File: config.mk
export PLATFORM = sky130hd
export DESIGN_NAME = multicycle_ctrl
export DESIGN_NICKNAME = d
export VERILOG_FILES = /design/src/rtl/mc_pkg.sv /design/src/rtl/multicycle_outdec.sv /design/src/rtl/multicycle_ctrl.sv
export SDC_FILE = /design/constraint.sdc
export NUM_CORES = 1
export LEC_CHECK = 0
export CORE_MARGIN = 5
export CORE_UTILIZATION = 43
export DETAILED_ROUTE_END_ITERATION = 8
export PLACE_DENSITY_LB_ADDON = 0.12
export SLEW_MARGIN = 20
export SYNTH_ARGS = -nofsm -noshare
export SYNTH_HDL_FRONTEND = slang
export SYNTH_HIERARCHICAL = 1
export SYNTH_SLANG_ARGS = --single-unit
File: constraint.sdc
create_clock -name clk -period 2.9 [get_ports clk]
set_input_delay 0.29 -clock clk [delete_from_list [all_inputs] [get_ports clk]]
set_output_delay 0.29 -clock clk [all_outputs]
set_load 0.01 [all_outputs]
File: src/rtl/mc_pkg.sv
// Shared encodings for the multicycle controller: state enum, opcodes and mux/ALU codes.
// Build option: define MC_JUMP_EN to decode the j instruction (adds the JEX state).
package mc_pkg;

`ifdef MC_JUMP_EN
  typedef enum logic [3:0] {
    ST_FETCH, ST_DECODE, ST_MEMADR, ST_MEMRD, ST_MEMWB, ST_MEMWR,
    ST_RTYPEEX, ST_ALUWB, ST_BEQEX, ST_ADDIEX, ST_ADDIWB, ST_JEX
  } state_t;
`else
  typedef enum logic [3:0] {
    ST_FETCH, ST_DECODE, ST_MEMADR, ST_MEMRD, ST_MEMWB, ST_MEMWR,
    ST_RTYPEEX, ST_ALUWB, ST_BEQEX, ST_ADDIEX, ST_ADDIWB
  } state_t;
`endif

  localparam logic [5:0] OP_LW    = 6'b100011;
  localparam logic [5:0] OP_SW    = 6'b101011;
  localparam logic [5:0] OP_RTYPE = 6'b000000;
  localparam logic [5:0] OP_BEQ   = 6'b000100;
  localparam logic [5:0] OP_ADDI  = 6'b001000;
  localparam logic [5:0] OP_J     = 6'b000010;

  localparam logic [1:0] ALUOP_ADD   = 2'b00;
  localparam logic [1:0] ALUOP_SUB   = 2'b01;
  localparam logic [1:0] ALUOP_FUNCT = 2'b10;

  localparam logic [1:0] PCSRC_ALU    = 2'b00;
  localparam logic [1:0] PCSRC_ALUOUT = 2'b01;
  localparam logic [1:0] PCSRC_JUMP   = 2'b10;

  localparam logic [1:0] ALUSRCB_REG   = 2'b00;
  localparam logic [1:0] ALUSRCB_FOUR  = 2'b01;
  localparam logic [1:0] ALUSRCB_IMM   = 2'b10;
  localparam logic [1:0] ALUSRCB_IMMSH = 2'b11;

  function automatic logic op_legal(input logic [5:0] op);
    logic ok;
    ok = (op == OP_LW) || (op == OP_SW) || (op == OP_RTYPE) ||
         (op == OP_BEQ) || (op == OP_ADDI);
`ifdef MC_JUMP_EN
    ok = ok || (op == OP_J);
`endif
    return ok;
  endfunction

endpackage

File: src/rtl/multicycle_outdec.sv
// Combinational state-to-control decode for multicycle_ctrl (MC_JUMP_EN adds the JEX decode).
// Strobes are forced low while reset_n is asserted so nothing fires during reset.
module multicycle_outdec
  import mc_pkg::*;
(
  input  state_t     state,
  input  logic [5:0] op,
  input  logic       memrdy,
  input  logic       zero,
  input  logic       reset_n,
  output logic       memreq,
  output logic       lord,
  output logic       memwrite,
  output logic       irwrite,
  output logic       pcwrite,
  output logic       branch,
  output logic       pcen,
  output logic       alusrca,
  output logic       regdst,
  output logic       memtoreg,
  output logic       regwrite,
  output logic [1:0] pcsrc,
  output logic [1:0] alusrcb,
  output logic [1:0] aluop,
  output logic       illop
);

  always_comb begin
    memreq   = 1'b0;
    lord     = 1'b0;
    memwrite = 1'b0;
    irwrite  = 1'b0;
    pcwrite  = 1'b0;
    branch   = 1'b0;
    alusrca  = 1'b0;
    regdst   = 1'b0;
    memtoreg = 1'b0;
    regwrite = 1'b0;
    pcsrc    = PCSRC_ALU;
    alusrcb  = ALUSRCB_REG;
    aluop    = ALUOP_ADD;
    illop    = 1'b0;
    if (!reset_n) begin
      alusrcb = ALUSRCB_FOUR;
    end else begin
      case (state)
        ST_FETCH: begin
          memreq  = 1'b1;
          alusrcb = ALUSRCB_FOUR;
          irwrite = memrdy;
          pcwrite = memrdy;
        end
        ST_DECODE: begin
          alusrcb = ALUSRCB_IMMSH;
          illop   = !op_legal(op);
        end
        ST_MEMADR, ST_ADDIEX: begin
          alusrca = 1'b1;
          alusrcb = ALUSRCB_IMM;
        end
        ST_MEMRD: begin
          memreq = 1'b1;
          lord   = 1'b1;
        end
        ST_MEMWB: begin
          memtoreg = 1'b1;
          regwrite = 1'b1;
        end
        ST_MEMWR: begin
          memreq   = 1'b1;
          lord     = 1'b1;
          memwrite = 1'b1;
        end
        ST_RTYPEEX: begin
          alusrca = 1'b1;
          aluop   = ALUOP_FUNCT;
        end
        ST_ALUWB: begin
          regdst   = 1'b1;
          regwrite = 1'b1;
        end
        ST_BEQEX: begin
          alusrca = 1'b1;
          aluop   = ALUOP_SUB;
          pcsrc   = PCSRC_ALUOUT;
          branch  = 1'b1;
        end
        ST_ADDIWB: regwrite = 1'b1;
`ifdef MC_JUMP_EN
        ST_JEX: begin
          pcsrc   = PCSRC_JUMP;
          pcwrite = 1'b1;
        end
`endif
        default: ;
      endcase
    end
    pcen = pcwrite | (branch & zero);
  end

endmodule

File: src/rtl/multicycle_ctrl.sv
// Multicycle MIPS-subset control FSM: state register and next-state logic; outputs via multicycle_outdec.
// Build option: MC_JUMP_EN enables the j instruction; without it opcode 000010 is illegal.
module multicycle_ctrl
  import mc_pkg::*;
(
  input  logic       clk,
  input  logic       reset_n,
  input  logic [5:0] op,
  input  logic       zero,
  input  logic       memrdy,
  output logic       memreq,
  output logic       lord,
  output logic       memwrite,
  output logic       irwrite,
  output logic       pcwrite,
  output logic       branch,
  output logic       pcen,
  output logic       alusrca,
  output logic       regdst,
  output logic       memtoreg,
  output logic       regwrite,
  output logic [1:0] pcsrc,
  output logic [1:0] alusrcb,
  output logic [1:0] aluop,
  output logic       illop
);

  state_t state, state_nxt;

  always_ff @(posedge clk or negedge reset_n) begin
    if (!reset_n) state <= ST_FETCH;
    else          state <= state_nxt;
  end

  always_comb begin
    state_nxt = state;
    case (state)
      ST_FETCH:   if (memrdy) state_nxt = ST_DECODE;
      ST_DECODE: begin
        case (op)
          OP_LW, OP_SW: state_nxt = ST_MEMADR;
          OP_RTYPE:     state_nxt = ST_RTYPEEX;
          OP_BEQ:       state_nxt = ST_BEQEX;
          OP_ADDI:      state_nxt = ST_ADDIEX;
`ifdef MC_JUMP_EN
          OP_J:         state_nxt = ST_JEX;
`endif
          default:      state_nxt = ST_FETCH;
        endcase
      end
      // op is only looked at here and in DECODE; the instruction register keeps it stable
      ST_MEMADR: begin
        if (op == OP_SW)      state_nxt = ST_MEMWR;
        else if (op == OP_LW) state_nxt = ST_MEMRD;
        else                  state_nxt = ST_FETCH;
      end
      ST_MEMRD:   if (memrdy) state_nxt = ST_MEMWB;
      ST_MEMWR:   if (memrdy) state_nxt = ST_FETCH;
      ST_RTYPEEX: state_nxt = ST_ALUWB;
      ST_ADDIEX:  state_nxt = ST_ADDIWB;
      default:    state_nxt = ST_FETCH;
    endcase
  end

  multicycle_outdec u_outdec (
    .state    (state),
    .op       (op),
    .memrdy   (memrdy),
    .zero     (zero),
    .reset_n  (reset_n),
    .memreq   (memreq),
    .lord     (lord),
    .memwrite (memwrite),
    .irwrite  (irwrite),
    .pcwrite  (pcwrite),
    .branch   (branch),
    .pcen     (pcen),
    .alusrca  (alusrca),
    .regdst   (regdst),
    .memtoreg (memtoreg),
    .regwrite (regwrite),
    .pcsrc    (pcsrc),
    .alusrcb  (alusrcb),
    .aluop    (aluop),
    .illop    (illop)
  );

endmodule

==> results of run 1 <==
worst reg2reg max path, cell delays in order, from the launching register on:
cell	delay (ps)
dfrtp_1	550
or4_4	610
nor3_1	200
nor2_1	60
nor2_1	100
kinds of logic after synthesis:
kind of cell	count (synthesis)
xor+xnor	2
buf+inv	8
other cells	1
simple gates	51
flops	4
compound gates	15
mux	2
metal layers:
layer,global-route usage,share of wire
met1,0.185,0.46
met2,0.274,0.48
met3,0.0383,0.059
met4,0.0663,0
met5,0,0
report_power, final:
group | switching [mW] | leakage [nW] | internal, mW
combinational | 0.0389 | 0.233 | 0.0499
sequential | 0.0120 | 0.0538 | 0.0590
clock | 0.0228 | 0.0138 | 0.0463
total | 0.0737 | 0.301 | 0.155
final timing paths:
kind | startpoint | to | slack, ps
worst max-delay path | state[1]$_DFFE_PN0P_ | alusrcb[1] | 520
worst min-delay path | reset_n | state[1]$_DFFE_PN0P_ | 380
worst max register to register | state[3]$_DFFE_PN0P_ | state[3]$_DFFE_PN0P_ | 1310
worst min register to register | state[3]$_DFFE_PN0P_ | state[3]$_DFFE_PN0P_ | 810
max in group asynchronous | reset_n | state[3]$_DFFE_PN0P_ | 2200
min in group clk | op[3] | state[0]$_DFFE_PN0P_ | 760
area by class of cell:
cell class | instances | area, µm² | area share
timing repair buffer | 26 | 260 | 0.305
tap | 15 | 18.8 | 0.0220
inverter | 1 | 3.75 | 0.00441
multi-input combinational | 71 | 447 | 0.524
sequential | 4 | 100 | 0.117
clock buffer | 3 | 22.5 | 0.0264
placed cells by master (no fill, tap or decap):
cell type and count:
a21oi_1 3, or3b_1 1, or4_1 1, mux2i_1 2, nor2b_1 2, nor4_4 1, nor3_2 1, xnor2_1 2
o21ai_0 2, o31ai_1 4, a31o_2 1, inv_1 1, nand2_1 5, and3_1 1, nor2_1 15, clkdlybuf4s50_1 26
nand2b_1 7, nand3b_1 4, conb_1 1, o21a_1 2, or4_4 1, nand3_1 2, and4_1 1, dfrtp_1 4
nand4b_1 1, nor3b_1 3, o41ai_1 1, or2_2 1, nor3_1 4, clkbuf_4 3, a22oi_1 2
metrics by stage:
| step | worst slack [ps] | util | std cells | hold WS [ps] |
|---|---|---|---|---|
| 5_1_grt | 338 | 0.655 | 120 | 395 |
| 3_3_place_gp | 590 | 0.638 | 117 | 628 |
| 2_1_floorplan | 1390 | - | 83 | -5.59 |
| 6_report | 516 | 0.655 | 120 | 377 |
| 3_5_place_dp | 552 | 0.638 | 117 | 624 |
| 4_1_cts | 530 | 0.655 | 120 | 378 |
==> flow_summary.yaml, run 1 <==
route:
  via_per_inst: 5.59
  drt_iter0_markers: 7
  drc: 0
  firstDrtPassIters: 4
  routedWlPerCell_um: 12.5
  finalWirelength_mm: 1.50
  num_vias: 671
  postRouteAntennaNets: 0
power_and_ir_drop:
  powerDensity_mw_per_mm2: 269
  max-vdd-ir-drop_uv: 131
  power_uw: 229
  p_leak_nw: 0.301
outcome:
  run_status: "complete, no violations"
floorplan:
  initial_core_util: 0.458
  core_mm2: 0.00130
  rows: 13
  fp.dieW_um: 47.2
  top_level_ports: 28
  die_y_um: 47.2
  dieArea_mm2: 0.00223
timing:
  hold_violations: 0
  finalSetupTns_ps: 0
  timing.slew.headroom: 0.652
  rsz0062_at_grt: "false"
  max_slew.worst_pin.slew_ps: 521
  post-route-period-util: 0.822
  slew_violations: 0
  fmax_mhz: 419
  period_minus_slack_ps: 2380
  finClkSkew_ps: 5.35
  setup_viol: 0
worst_setup_path:
  critPathSlowestCell: "dfrtp_1"
  cp-start-kind: "register"
  cpPeakStageDelay_ps: 660
  cp_num_buf_inv: 1
  rr_worst_depth: 4
  endpoint_kind: "primary output"
  crit_type: "register to primary output"
  required_ps: 2610
  cpLargestDelayFamily: "flip-flops"
  cp.arrival_ps: 2090
  path_common_cell: "nor3b_1"
  path_max_fanout: 17
  worstPathCellList: "nor3b_1 > nor2_1 > nor3b_1 > clkdlybuf4s50_1"
  cp_num_cells: 4
cts:
  postCtsSetupRepairBufs: 0
  cts_root_buf: "clkbuf_4"
  clkTransAtPathRegs_ps: 40
  cts.sinks: 4
  cts_buffers: 3
  cts_tree: "done"
  cts_max_level: 1
  cts-resized-gates: 0
  ctsLongestPathBuffers: 2
  clk_latency_ps: 240
  holdBufCountCts: 0
logic_synthesis:
  synthTopCellsByArea: "dfrtp_1, nor2_1, nand2b_1, buf_4, nand3b_1"
  synthSimpleGateAreaFrac: 0.508
  yosysSeqAreaShare: 0.168
  synthMuxAreaShare: 0.0336
  synth-compound-area-share: 0.172
  synthTopCellsByCount: "nor2_1, nand2b_1, nand2_1"
  synth_top_family_by_area: "simple AND/OR/NAND/NOR gates"
  ys.flop_type: "dfrtp_1"
  synth_top_cell_by_area: "dfrtp_1"
  avgSynthCellArea_um2: 7.18
  synth-xor-area-share: 0.0294
  synth_nets: 93
  ys_types: 31
  yosysWarnings: 6
  yosys.area_share.adder: 0
  async_flop_share: 1.00
  yosys.cell_count.top_type: "nor2_1"
  synth_edf_count: 0
  synth_seq_cells: 4
  yosysTopAreaCellShare: 0.168
  synth_area_um2: 596
  synthCells: 83
layout:
  diodes: 0
  largest_reg_flops: 4
  top_register: "state"
  drive_gt1_frac: 0.0762
  reg_top3: "state (4)"
  syn2layout_area_growth_pct: 43.1
  fin_area_um2: 852
  fillers: 120
  nets: 117
grt:
  grt_max_degree: 18
  grt_pass1_vias: 604
  antenna_found_initial: 0
  grt_usage: 0.158
  grt_overflow_total: 0
  grt_pass1_wl_mm: 2.54
placement:
  place.gp.congestion: 0.771
  place_area_um2: 830
  io_buffers: 26
  dpl.hpwl_mm: 1.13
flow_run:
  cap_violations: 0
worst_hold_path:
  min_path_type: "input port to async pin"
(Power assumes the default switching activity.)
==> inputs of run 2 (changes only) <==
- CORE_UTILIZATION: 43 -> 40
- clock period: 2.9 -> 2.3 ns (I/O delays scaled with it)
==> flow_summary.yaml, run 2 (synthesized netlist as in run 1, its figures left out) <==
grt:
  grt_overflow_total: 0
  grt_max_degree: 18
  grt_usage: 0.130
  grt_pass1_wl_mm: 2.59
  antenna_found_initial: 0
  grt_pass1_vias: 595
timing:
  post-route-period-util: 0.913
  hold_violations: 0
  fmax_mhz: 476
  setup_viol: 0
  finalSetupTns_ps: 0
  setup_slack_ps: 201
  slew_violations: 0
  period_minus_slack_ps: 2100
  rsz0062_at_grt: "false"
  finClkSkew_ps: 6.34
layout:
  reg_top3: "state (4)"
  mostFrequentLayoutCell: "clkdlybuf4s50_1"
  syn2layout_area_growth_pct: 48.9
  top_register: "state"
  final_cell_mix: "clkdlybuf4s50_1, nor2_1, nand2b_1"
  drive_gt1_frac: 0.138
  nets: 121
  diodes: 0
  largest_reg_flops: 4
placement:
  preCtsSetupSlack_ps: 166
  dpl.hpwl_mm: 1.21
  place.gp.congestion: 0.761
  io_buffers: 26
route:
  postRouteAntennaNets: 0
  firstDrtPassIters: 4
  num_vias: 677
  drc: 0
  via_per_inst: 5.42
  drt_iter0_markers: 11
  routedWlPerCell_um: 12.2
  finalWirelength_mm: 1.52
cts:
  cts_buffers: 3
  clkTransAtPathRegs_ps: 40
  cts.sinks: 4
  holdBufCountCts: 0
  clk_latency_ps: 230
  cts_root_buf: "clkbuf_4"
  cts_tree: "done"
  ctsLongestPathBuffers: 2
  cts_max_level: 1
worst_setup_path:
  cp-start-kind: "input port"
  path_max_fanout: 4
  required_ps: 2070
  cp.arrival_ps: 1870
  crit_type: "input port to primary output"
  endpoint_kind: "primary output"
  reg2reg_slack_ps: 700
floorplan:
  dieArea_mm2: 0.00236
  rows: 14
  die_y_um: 48.6
  top_level_ports: 28
  fp.dieW_um: 48.6
  core_mm2: 0.00145
  initial_core_util: 0.410
worst_hold_path:
  min_path_type: "input port to async pin"
outcome:
  run_status: "complete, no violations"
power_and_ir_drop:
  powerDensity_mw_per_mm2: 331
  max-vdd-ir-drop_uv: 315
  p_leak_nw: 0.317
flow_run:
  cap_violations: 0
run 2: metal layers:
layer  wire, µm  part of all wire  global-route usage  vias up
li1           -                 -                   -      345
met1        681              0.45               0.169      308
met2        742              0.49               0.198       22
met3         84             0.055              0.0491        2
met4         12            0.0079              0.0404        0
met5          0                 0                   0        -
run 2: repair_timing:
action	4_1_cts	5_1_grt
buffers inserted	0	0
resized for setup	0	3
endpoints found under the setup margin	0	2
run 2: final timing paths:
path                                           start              endpoint  depth (start not counted)
worst max-delay path                           op[1]                 illop                          5
worst min-delay path                         reset_n  state[1]$_DFFE_PN0P_                          2
worst max register to register  state[1]$_DFFE_PN0P_  state[2]$_DFFE_PN0P_                          5
worst min register to register  state[2]$_DFFE_PN0P_  state[1]$_DFFE_PN0P_                          2
max in group asynchronous                    reset_n  state[2]$_DFFE_PN0P_                          2
min in group clk                               op[3]  state[0]$_DFFE_PN0P_                          3
run 2: area by class of cell:
type	count	area (µm²)
Clock buffer	3	22.5
Fill cell	143	567
Inverter	1	3.75
Multi-Input combinational cell	71	447
Sequential cell	4	104
Tap cell	16	20.0
Timing Repair Buffer	30	290
run 2: metrics by stage:
stage / cell area (µm²) / hold WS, ps / util / cells / power (mW)
6_report: 887 / 547 / 0.610 / 125 / 0.293
5_1_grt: 887 / 574 / 0.610 / 125 / 0.314
4_1_cts: 883 / 545 / 0.608 / 125 / 0.296
3_5_place_dp: 861 / 734 / 0.592 / 122 / 0.207
3_3_place_gp: 861 / 752 / 0.592 / 122 / 0.207
2_1_floorplan: 596 / -65.6 / - / 83 / 0.152
run 2: power by group:
group	internal (mW)	switching [mW]
Sequential	0.0751	0.0136
Clock	0.0583	0.0283
Combinational	0.0664	0.0517
run 2: critical path, cell delays in order:
cell,delay (ps)
clkdlybuf4s50_1,450
or4_1,530
a21oi_1,120
nor3_1,60
clkdlybuf4s50_1,470
